`src/rtl/bcd_timer_ctrl.sv`:
```
// Two-digit packed-BCD down-counter controller: load, prescaled BCD decrement, hold/resume, clear.
// Latency: preset visible on Q at the loading edge; one BCD step every PRESCALE RUN cycles.
// No backpressure: START/STOP/CLEAR are level commands sampled every edge; ERR/DONE are single-cycle pulses.
module bcd_timer_ctrl #(
   parameter int unsigned PRESCALE = 4,
   parameter logic [7:0]  MAX_BCD  = 8'h59
) (
   input  logic       CLK,
   input  logic       RESET,
   input  logic       START,
   input  logic       STOP,
   input  logic       CLEAR,
   input  logic [7:0] PRESET,
   output logic [7:0] Q,
   output logic       BUSY,
   output logic       DONE,
   output logic       ERR
);

   // Prescaler width; a single bit is kept even when PRESCALE is 1.
   localparam int unsigned    PCW     = (PRESCALE > 1) ? $clog2(PRESCALE) : 1;
   localparam logic [PCW-1:0] PC_LAST = PCW'(PRESCALE - 1);

   typedef enum logic [1:0] {
      S_IDLE = 2'd0,
      S_RUN  = 2'd1,
      S_HOLD = 2'd2,
      S_FIN  = 2'd3
   } state_t;

   state_t         state;
   logic [PCW-1:0] pc;

   logic       preset_ok;
   logic [7:0] q_dec;
   logic       tick;
   logic       last_step;

   // A preset is loadable when both nibbles are decimal digits, it does not
   // exceed the configured maximum, and it is non-zero (zero would finish instantly).
   always_comb begin
      preset_ok = (PRESET[7:4] <= 4'd9) &&
                  (PRESET[3:0] <= 4'd9) &&
                  (PRESET <= MAX_BCD)   &&
                  (PRESET != 8'h00);
   end

   // One BCD count down with borrow from the tens digit; Q is never 00 in RUN,
   // so the tens digit never underflows here.
   always_comb begin
      q_dec = Q;
      if (Q[3:0] == 4'd0) begin
         q_dec[3:0] = 4'd9;
         q_dec[7:4] = Q[7:4] - 4'd1;
      end else begin
         q_dec[3:0] = Q[3:0] - 4'd1;
      end
   end

   // Prescaler terminal count and the step that lands on 00.
   always_comb begin
      tick      = (pc == PC_LAST);
      last_step = (Q == 8'h01);
   end

   // Controller state, prescaler and all registered outputs.
   // Priority on every edge is CLEAR, then STOP, then START.
   always_ff @(posedge CLK or negedge RESET) begin
      if (!RESET) begin
         state <= S_IDLE;
         pc    <= '0;
         Q     <= 8'h00;
         BUSY  <= 1'b0;
         DONE  <= 1'b0;
         ERR   <= 1'b0;
      end else if (CLEAR) begin
         state <= S_IDLE;
         pc    <= '0;
         Q     <= 8'h00;
         BUSY  <= 1'b0;
         DONE  <= 1'b0;
         ERR   <= 1'b0;
      end else begin
         // Pulses default low; only the branches below raise them for one cycle.
         DONE <= 1'b0;
         ERR  <= 1'b0;
         case (state)
            S_IDLE: begin
               // STOP masks START entirely: no load and no rejection pulse.
               if (START && !STOP) begin
                  if (preset_ok) begin
                     Q     <= PRESET;
                     pc    <= '0;
                     state <= S_RUN;
                     BUSY  <= 1'b1;
                  end else begin
                     ERR <= 1'b1;
                  end
               end
            end

            S_RUN: begin
               if (STOP) begin
                  // Q and pc freeze so the partial tick survives the pause.
                  state <= S_HOLD;
                  BUSY  <= 1'b1;
               end else if (tick) begin
                  pc <= '0;
                  if (Q != 8'h00) begin
                     Q <= q_dec;
                  end
                  if (last_step) begin
                     state <= S_FIN;
                     BUSY  <= 1'b0;
                     DONE  <= 1'b1;
                  end
               end else begin
                  pc <= pc + PCW'(1);
               end
            end

            S_HOLD: begin
               // The resume edge itself does not advance pc.
               if (START && !STOP) begin
                  state <= S_RUN;
               end
               BUSY <= 1'b1;
            end

            S_FIN: begin
               // Single-cycle completion state; START here is ignored.
               state <= S_IDLE;
               BUSY  <= 1'b0;
            end

            default: begin
               state <= S_IDLE;
               pc    <= '0;
               Q     <= 8'h00;
               BUSY  <= 1'b0;
            end
         endcase
      end
   end

endmodule

```
`config.mk`:
```
export PLATFORM = sky130hd
export DESIGN_NAME = bcd_timer_ctrl
export DESIGN_NICKNAME = d
export VERILOG_FILES = /design/src/rtl/bcd_timer_ctrl.sv
export SDC_FILE = /design/constraint.sdc
export NUM_CORES = 1
export LEC_CHECK = 0
export ABC_CLOCK_PERIOD_IN_PS = 2800
export BUFFER_PORTS_ARGS = -buffer_cell sky130_fd_sc_hd__buf_4
export CAP_MARGIN = 20
export CORE_MARGIN = 2
export CORE_UTILIZATION = 30
export DETAILED_ROUTE_END_ITERATION = 10
export PLACE_DENSITY = 0.54
export SYNTH_ARGS = -nofsm -noshare
export SYNTH_HDL_FRONTEND = slang
export SYNTH_SLANG_ARGS = --single-unit
```
`constraint.sdc`:
```
create_clock -name CLK -period 2.8 [get_ports CLK]
set_input_delay 0.84 -clock CLK [delete_from_list [all_inputs] [get_ports CLK]]
set_output_delay 0.84 -clock CLK [all_outputs]
set_load 0.01 [all_outputs]
```
# After elaboration in Yosys (flattened, before gate mapping)
# Cells that the tools add are included.
op_classes:
  mux: 39
  n_lt_le_gt_ge: 3
  n_reduce_logical: 15
  n_eq_ne: 14
  addsub: 3
ops:
  columns: ["operator", "n"]
  rows:
  - ["$mux W8", 6]
  - ["$mux W2", 12]
  - ["$ne A3 B3 Y1 const B", 7]
  - ["$pmux W8 S2", 1]
  - ["$reduce_bool A8 Y1", 2]
  - ["$mux W1", 15]
  - ["$eq A8 B1 Y1 const B", 1]
  - ["$le A4 B4 Y1 const B", 2]
  - ["$le A8 B7 Y1 const B", 1]
  - ["$mux W4", 2]
  - ["$ne A4 B4 Y1 const B", 2]
  - ["$pmux W2 S4", 1]
  - ["$reduce_and A4 Y1", 2]
  - ["$sub A4 B1 Y4 const B", 2]
  - ["$reduce_and A7 Y1", 1]
  - ["$eq A2 B2 Y1 const B", 3]
  - ["$reduce_and A6 Y1", 1]
  - ["$reduce_and A5 Y1", 1]
  - ["$logic_and A1 B1 Y1", 4]
  - ["$logic_not A4 Y1", 1]
  - ["$pmux W1 S4", 1]
  - ["$pmux W2 S2", 1]
  - ["$reduce_bool A3 Y1", 1]
  - ["$add A2 B1 Y2 const B", 1]
  - ["3 further kinds", 3]
word_totals:
  output_inout_bits: 11
  input_bits: 13
  wordCells: 81
  regBits: 15

# Depth between registers and ports, before layout
# Gate-level depths: netlist of the first run.
depth:
  depth_word: 8
  ltp_mapped: 7
  depth_no_buf: 6

# Worst setup path before layout of the first run
# Ideal clock, no wire load.
synth_path:
  path_kind: "input-to-reg"
  startpoint: "input port PRESET[5]"
  endpoint: "register BUSY"
  path_buffers: 0
  slack_ps: 581
  arrival_ps: 2095
  stages: 5
  required_ps: 2675
  setup_ps: 125
  cell_sequence: "nor4_1 > a21oi_1 > a2111oi_2 > nand3b_1 > mux2_2"
synth_via:
  elab_chain_cells: 6
  elab_cells_between_ends: 8
  cone_classes: "order compare (2); eq/ne (1); reduce/logical (5)"
synth_lines:
  columns: ["element", "line_no", "text"]
  rows:
  - ["start, declared", "13", "input logic [7:0] PRESET,"]
  - ["parallel branches: the longest is 3 deep, another holds $le A8 B7 Y1", null, null]
  - ["$logic_and A1 B1 Y1 (*)", "44", "(PRESET <= MAX_BCD) &&"]
  - ["$ne A3 B3 Y1 (no line) (*)", null, null]
  - ["$reduce_and A4 Y1 (no line) (*)", null, null]
  - ["end signal, assigned", "73", "BUSY <= 1'b0;"]
  - ["end signal, assigned", "80", "BUSY <= 1'b0;"]
  - ["end signal, assigned", "95", "BUSY <= 1'b1;"]
  - ["end, declared", "15", "output logic BUSY,"]
# Mark *: on every way between the ends.
# A chain may end at the register's enable or synchronous reset.

# Final worst setup path of the first run
# Ends and elaborated chain as after synthesis.

==> out/qor.txt, run 1 <==
Iter 0 DRT Violations: 31
Final TNS setup: 0 ns
Ports: 24
post-synthesis sequential area ratio: 36.2%
startpoint types: input pin
Syn. warnings: 0
WP data required: 2.99 ns
# diodes: 0
Hold Fails Final Rpt: 0
Min Clock Period, post-route: 2.16 ns
non-filler cells, final: 178
EDFF count, synth: 0
Cell Area, Synth: 1040 um^2
die area: 3940 um^2
Synth Area in Simple Gates: 24.6%
share of layout cells above drive strength 1: 30.3%
post-DP HPWL: 1850 um
vias in the first global route: 907
gpl congestion: 0.782
mux cell area share after synthesis: 8.20%
Arr. time, crit path: 2.35 ns
fin crit share: 77.1%
Reg power frac: 42.5%
I/O Buffers: 23
MaxCap Viol Count: 0
TritonCTS clock tree: built
Overall Global Routing Usage: 13.7%
clk_skew: 0.00257 ns
Seq cells post-synth: 15
RSZ-0062 raised after global routing: false
Worst-path clk slew: 0.10 ns
hold buffers post-CTS: 0
Post-Syn Instances: 110
slew margin rel.: 62.1%
Net Sw Frac: 37.6%
Primary FF master, synth: dfrtp_1
# clock sinks: 15
status: completed
global-route met1 utilization: 18.2%
clock tree buffer depth: 2
layout net count: 148
largest net degree at the start of global routing: 19
Via-to-Cell Ratio: 5.08
Cell Area, Placed: 1220 um^2
total wire length: 2410 um
post-route cell area: 1250 um^2
leak pwr: 0.545 nW
H-tree lvl count: 1
largest family of logic cells by synthesized area: simple AND/OR/NAND/NOR gates
cts repair resizes: 0
Initial Utilization: 31.1%
Detail Route Antenna Nets: 0
Die Height: 62.8 um
number of remaining DRC errors: 0
met3 usage: 3.42%
Mean Syn Cell Area: 9.43 um^2
placed cell count: 174
met2 usage: 21.4%
DRT Pass-1 Iters: 4
fillers: 350
Post-CTS Setup Bufs: 0
first-pass GRT wire length: 4280 um
critical path type: in2reg
core area: 3340 um^2
Setup violations, final: 0
Hold WC Path Type: in2async
Psw: 0.000282 W
initial antenna violation count: 0
worst skew pair latency: 0.29 ns
clock power share: 17.4%
CP endpoint kind: register
Slew Limit Fails: 0
Netlist cell types: 44
Synthesized Nets: 125
Synth Area in XOR/XNOR: 2.53%
clock root cell: clkbuf_4
PwrDens: 600 nW/um^2
GRT busiest layer: met2
post-synthesis compound-gate area fraction: 20.3%
Async SR Flop Fraction: 100%
Gate power share: 40.1%
worst vdd ir: 0.209 mV
Die X: 62.8 um
FMAX: 0.463 GHz
Overflow after GRT: 0
Worst-Margin Slew: 0.568 ns
CTS Buf Count: 3
row count: 21
crit path max fanout: 3
P_int: 0.000468 W
Adder-Cell Fraction of Synth Area: 2.41%
WL per Instance: 13.5 um
Vias: 904
Area Growth Syn to Fin: 20.5%
[synthesized netlist by cell type (all sizes together), types with 3 or more instances]
cell | instances | area (um^2)
a211oi | 3 | 22.5
a21oi | 5 | 28.8
buf | 4 | 32.5
dfrtp | 15 | 375
inv | 4 | 15.0
mux2 | 6 | 75.1
nand2 | 3 | 11.3
nor2 | 15 | 66.3
nor3 | 7 | 40.0
nor4 | 3 | 18.8
o21ai | 7 | 35.0
xnor2 | 3 | 26.3
[layout by cell type (no fill, tap or decap), drive strengths merged, types with 2 or more instances in the layout]
| cell | instances |
|---|---|
| clkbuf | 3 |
| o21ai | 7 |
| inv | 4 |
| nand3b | 2 |
| a22o | 2 |
| dfrtp | 15 |
| a211oi | 3 |
| nand4 | 2 |
| nor3 | 7 |
| ha | 2 |
| nand2b | 2 |
| xnor2 | 3 |
| nor3b | 2 |
| nor2 | 15 |
| nand2 | 3 |
| nor4 | 3 |
| mux2 | 6 |
| o211ai | 2 |
| buf | 23 |
| a211o | 2 |
| and2 | 2 |
| and3 | 2 |
| a21oi | 5 |
[power groups by stage]
stage | clock [W] | sequential, W | combinational, W
floorplan | 0 | 0.000321 | 0.000190
global placement | 0 | 0.000323 | 0.000299
detailed placement | 0 | 0.000323 | 0.000300
CTS | 0.000134 | 0.000319 | 0.000304
global route | 0.000150 | 0.000326 | 0.000334
finish | 0.000131 | 0.000318 | 0.000301
[metrics by stage]
step | total power (W) | utilization (%) | hold slack, ns | setup WS [ns]
CTS | 0.000756 | 37.5 | 0.383 | 0.640
detailed placement | 0.000624 | 36.6 | 0.527 | 0.329
global route | 0.000810 | 37.5 | 0.373 | 0.560
finish | 0.000750 | 37.5 | 0.381 | 0.642
global placement | 0.000621 | 36.6 | 0.515 | 0.348
floorplan | 0.000511 | - | 0.511 | 0.581
[kinds of logic (layout without fill, tap and decap cells)]
group | Yosys count | in the layout
DFF | 15 | 15
buffers and inverters | 9 | 31
adders and majority gates | 2 | 2
xor gates and xnor gates | 3 | 3
and+or+nand+nor | 45 | 45
muxes | 7 | 7
AOI/OAI and AO/OA | 29 | 29
[flip-flops by register name (all words and copies together), names as in the netlist]
name	flops
DONE	1
Q	8
ERR	1
state	2
BUSY	1
pc	2
[area by class of cell]
type / instances / area (um^2) / area share, %
well taps: 46 / 57.6 / 4.60
clock buffers: 3 / 22.5 / 1.80
repair buffers: 23 / 173 / 13.8
flip-flops and latches: 15 / 375 / 30.0
clock inverters: 1 / 5.00 / 0.400
inverters: 4 / 15.0 / 1.20
multi-input cells: 86 / 602 / 48.1
[path summary, 6_finish.rpt]
path	depth (start not counted)	slack [ns]	endpoint	from
worst max-delay path	6	0.64	BUSY$_DFFE_PN0P_	PRESET[5]
worst max register to register	6	0.85	Q[0]$_DFFE_PN0P_	Q[4]$_DFFE_PN0P_
min in group CLK	1	0.55	BUSY$_DFFE_PN0P_	BUSY$_DFFE_PN0P_
max in group asynchronous	1	2.25	Q[1]$_DFFE_PN0P_	RESET
worst min-delay path	1	0.38	Q[5]$_DFFE_PN0P_	RESET
worst min register to register	1	0.55	BUSY$_DFFE_PN0P_	BUSY$_DFFE_PN0P_
[metal layers]
layer / wire length, um / vias up
met2: 1100 / 28
met1: 1150 / 422
li1: - / 450
met5: 0 / -
met4: 29 / 0
met3: 133 / 4
[worst max-delay path, cell delays in order]
cell and delay [ns]:
buf_4 0.12, nor4_1 0.26, a21oi_1 0.15, a2111oi_2 0.47, nand3b_1 0.18, mux2_2 0.33
No activity file was read; power rests on OpenSTA's default activity.
==> run 2: changes to the inputs <==
- ABC_CLOCK_PERIOD_IN_PS: 2800 -> 2100
- clock period: 2.8 -> 2.1 ns (I/O delays scaled with it)
==> run 2 against run 1 <==
Sequential power grew 34%. Wire length grew 5.6%. Sequential share of layout area fell by 1.9 points. Global-route usage is 0.90 points higher. Critical endpoint is now Q[0]$_DFFE_PN0P_. Clock power grew 30%.
==> out/qor.txt, run 2 (synthesis results as in run 1) <==
Iter 0 DRT Violations: 57
P_int: 0.000644 W
Slowest cell on crit path: dfrtp_1
post-DP HPWL: 2000 um
Largest register FFs: 8
Largest regs: Q (8), pc (2), state (2)
die area: 3940 um^2
layout net count: 159
Final TNS setup: 0 ns
Via-to-Cell Ratio: 5.16
RR Startpoint: Q[4]$_DFFE_PN0P_
I/O Buffers: 23
first-pass GRT wire length: 4570 um
RSZ-0062 raised after global routing: false
TritonCTS clock tree: built
Ports: 24
Vias: 975
DRT Pass-1 Iters: 4
Max stage delay on crit path: 0.42 ns
Min Clock Period, post-route: 1.97 ns
Die X: 62.8 um
MaxCap Viol Count: 0
CP endpoint kind: register
clock power share: 16.6%
fin crit share: 93.9%
Overall Global Routing Usage: 14.6%
H-tree lvl count: 1
Die Height: 62.8 um
clock tree buffer depth: 2
Slew Limit Fails: 0
Psw: 0.000380 W
worst skew pair latency: 0.28 ns
fillers: 354
core area: 3340 um^2
Detail Route Antenna Nets: 0
multi-input logic area: 604 um^2
gpl congestion: 0.826
critical path type: reg2reg
post-route cell area: 1340 um^2
WP data required: 2.28 ns
Post-Route Utilization: 40.0%
WL per Instance: 13.4 um
Cell Area, Placed: 1310 um^2
total wire length: 2540 um
Setup violations, final: 0
clk_skew: 0.00295 ns
Post-CTS Setup Bufs: 0
crit path max fanout: 4
most frequent cells in the layout: buf_4, dfrtp_1, nor2_1
Overflow after GRT: 0
Initial Utilization: 31.1%
status: completed
Worst-path clk slew: 0.10 ns
# clock sinks: 15
Largest Register: Q
CTS Buf Count: 3
Reg power frac: 41.7%
# diodes: 0
number of remaining DRC errors: 0
sequential cell area: 375 um^2
Overall Power: 0.00102 W
Area Growth Syn to Fin: 28.7%
Hold Fails Final Rpt: 0
vias in the first global route: 971
largest net degree at the start of global routing: 16
slew margin rel.: 71.9%
Worst-Margin Slew: 0.421 ns
Gate power share: 41.7%
share of layout cells above drive strength 1: 36.4%
leak pwr: 0.599 nW
Arr. time, crit path: 2.15 ns
worst vdd ir: 0.265 mV
row count: 21
Fin Hold WS: 0.177 ns
FMAX: 0.507 GHz
CP Cell Sequence: inv_1 -> ha_1 -> and2_1 -> a311o_1 -> or3_1 -> a22o_1
commonest non-fill, non-tap cell in the layout: buf_4
Net Sw Frac: 37.1%
Hold WC Path Type: in2async
initial antenna violation count: 0
PwrDens: 767 nW/um^2
clock root cell: clkbuf_4
startpoint types: register
origin of the worst setup path: Q[4]$_DFFE_PN0P_
[run 2: changes by cell type in the layout (fill, tap and decap cells not counted), sizes merged]
| cell | previous run | this run |
|---|---|---|
| buf | 23 | 34 |
[run 2: worst max-delay path: cells and delay by family (launching register included)]
family	cells	cell delay, ns
buffers and inverters	1	0.08
flip-flops	1	0.42
AO/OA/AOI/OAI	2	0.58
AND/OR/NAND/NOR	2	0.56
adder cells (fa/ha/maj)	1	0.23
[run 2: area by class of cell]
cell class	instances	share of cell area, %
flip-flops and latches	15	28.1
clock inverters	1	0.375
clock buffers	3	1.69
well taps	46	4.31
inverters	4	1.12
repair buffers	34	19.1
multi-input cells	86	45.3
[run 2: power groups by stage]
stage                     clock [W]  sequential [W]  combinational, W
after floorplan                   0        0.000428          0.000254
after global placement            0        0.000431          0.000422
after detailed placement          0        0.000434          0.000426
after CTS                  0.000180        0.000427          0.000430
after global routing       0.000203        0.000441          0.000474
final                      0.000170        0.000427          0.000427
[run 2: per-layer routing]
metal / vias up / part of all wire [%] / GRT usage, %
met3: 4 / 4.6 / 2.88
met1: 482 / 46 / 19.3
met5: - / 0 / 0
met2: 18 / 48 / 23.3
li1: 471 / - / -
met4: 0 / 1.1 / 5.83
[run 2: worst paths after layout]
path,endpoint,slack (ns),cells after the start
hold / removal,Q[7]$_DFFE_PN0P_,0.18,1
setup reg to reg,Q[0]$_DFFE_PN0P_,0.13,6
setup / recovery,Q[0]$_DFFE_PN0P_,0.13,6
max in group asynchronous,pc[0]$_DFFE_PN0P_,1.75,1
hold reg to reg,BUSY$_DFFE_PN0P_,0.53,1
min in group CLK,BUSY$_DFFE_PN0P_,0.53,1
[run 2: per-stage QoR]
| step | instances | setup slack, ns |
|---|---|---|
| floorplan | 110 | 0.0906 |
| global placement | 185 | -0.114 |
| detailed placement | 185 | -0.151 |
| CTS | 189 | 0.129 |
| global route | 189 | 0.00458 |
| finish | 189 | 0.128 |
[run 2: repair_timing]
| action | 4_1_cts | 5_1_grt |
|---|---|---|
| hold buffers | 0 | 0 |
| endpoints found under the setup margin | 0 | 2 |
| gates resized for setup | 0 | 1 |
==> run 3: changes to the inputs <==
- MAX_ROUTING_LAYER: unset -> met4
==> run 3 against run 2 <==
Sequential share of layout area did not move. Maximum frequency fell by 0.28%. Cell count is the same. Global-route usage up 0.41 points. Sequential power hardly changed. Combinational power is essentially flat. Critical path type unchanged. Largest power group unchanged.
==> out/qor.txt, run 3 (synthesis results as in run 1) <==
largest net degree at the start of global routing: 16
CTS Buf Count: 3
# clock sinks: 15
worst vdd ir: 0.265 mV
leak pwr: 0.599 nW
Post-CTS Setup Bufs: 0
# diodes: 0
WL per Instance: 13.5 um
critical path type: reg2reg
CP Buf/Inv Count: 1
RR Startpoint: Q[4]$_DFFE_PN0P_
non-filler cells, final: 189
Max stage delay on crit path: 0.42 ns
Vias: 979
cell family with most CP delay: compound AO/OA/AOI/OAI gates
gpl congestion: 0.838
first-pass GRT wire length: 4560 um
layout net count: 159
CP Cell Sequence: inv_1 -> ha_1 -> and2_1 -> a311o_1 -> or3_1 -> a22o_1
Worst-path clk slew: 0.10 ns
reg2reg path depth: 6
worst reg2reg setup slack: 0.12 ns
worst flop-to-flop path endpoint: Q[0]$_DFFE_PN0P_
FMAX: 0.506 GHz
H-tree lvl count: 1
Setup violations, final: 0
worst skew pair latency: 0.29 ns
Overall Global Routing Usage: 15.0%
Largest register FFs: 8
fin crit share: 94.2%
Ports: 24
total wire length: 2550 um
DRT Pass-1 Iters: 4
Hold Fails Final Rpt: 0
clock tree buffer depth: 2
die area: 3940 um^2
Die Height: 62.8 um
Slowest cell on crit path: dfrtp_1
status: completed
Cell Area, Placed: 1310 um^2
crit path max fanout: 4
Critical Path Sink: Q[0]$_DFFE_PN0P_
clock root cell: clkbuf_4
share of layout cells above drive strength 1: 36.4%
Fin Hold WS: 0.174 ns
Largest Register: Q
most frequent cells in the layout: buf_4, dfrtp_1, nor2_1
Largest regs: Q (8), pc (2), state (2)
number of remaining DRC errors: 0
WP data required: 2.29 ns
row count: 21
Hold WC Path Type: in2async
cell depth of the worst setup path: 6
Iter 0 DRT Violations: 61
Min Clock Period, post-route: 1.98 ns
startpoint types: register
Arr. time, crit path: 2.16 ns
slew margin rel.: 72.0%
post-route cell area: 1340 um^2
TritonCTS clock tree: built
core area: 3340 um^2
Die X: 62.8 um
post-DP HPWL: 2000 um
CP endpoint kind: register
Detail Route Antenna Nets: 0
Final TNS setup: 0 ns
commonest non-fill, non-tap cell in the layout: buf_4
PwrDens: 768 nW/um^2
Overflow after GRT: 0
Worst-Margin Slew: 0.420 ns
MaxCap Viol Count: 0
initial antenna violation count: 0
Area Growth Syn to Fin: 28.7%
vias in the first global route: 972
RSZ-0062 raised after global routing: false
Via-to-Cell Ratio: 5.18
clk_skew: 0.00310 ns
I/O Buffers: 23
origin of the worst setup path: Q[4]$_DFFE_PN0P_
placed cell count: 185
Initial Utilization: 31.1%
Slew Limit Fails: 0
Overall Power: 0.00103 W
run 3: final cells by class:
class | count | area (um^2)
Fill cell | 354 | 2000
Multi-Input combinational cell | 86 | 604
Inverter | 4 | 15.0
Clock inverter | 1 | 5.00
Tap cell | 46 | 57.6
Clock buffer | 3 | 22.5
Sequential cell | 15 | 375
Timing Repair Buffer | 34 | 255
run 3: per-stage QoR:
step,worst slack [ns],util (%)
after floorplan,0.0906,-
after global placement,-0.114,39.1
after global routing,0.00458,40.0
after detailed placement,-0.151,39.1
final,0.123,40.0
after CTS,0.129,39.9
run 3: worst min-delay path by stage:
stage,slack [ns],depth (start not counted),end
2_1_floorplan,0.33,0,BUSY$_DFFE_PN0P_
3_3_place_gp,0.50,1,Q[7]$_DFFE_PN0P_
3_5_place_dp,0.50,1,Q[7]$_DFFE_PN0P_
4_1_cts,0.18,1,Q[5]$_DFFE_PN0P_
5_1_grt,0.17,1,Q[5]$_DFFE_PN0P_
6_report,0.17,1,Q[7]$_DFFE_PN0P_
run 3: routing by layer:
| metal | vias up | track usage [%] | routed length, um |
|---|---|---|---|
| met3 | 5 | 2.70 | 112 |
| met4 | 0 | 5.83 | 39 |
| met1 | 481 | 19.4 | 1180 |
| met2 | 21 | 23.3 | 1210 |
| met5 | - | - | 0 |
| li1 | 472 | - | - |
run 3: where the power goes:
| group | switching (W) | internal (W) | leakage (nW) | total [W] |
|---|---|---|---|---|
| registers | 0.0000857 | 0.000342 | 0.197 | 0.000427 |
| logic | 0.000196 | 0.000232 | 0.384 | 0.000427 |
| clock network | 0.000100 | 0.0000708 | 0.0177 | 0.000171 |
| total | 0.000382 | 0.000644 | 0.599 | 0.00103 |
run 3: timing repair:
action	CTS	global route
resized for setup	0	1
setup endpoints to repair	0	2
hold buffers	0	0
hold endpoints to repair	0	0
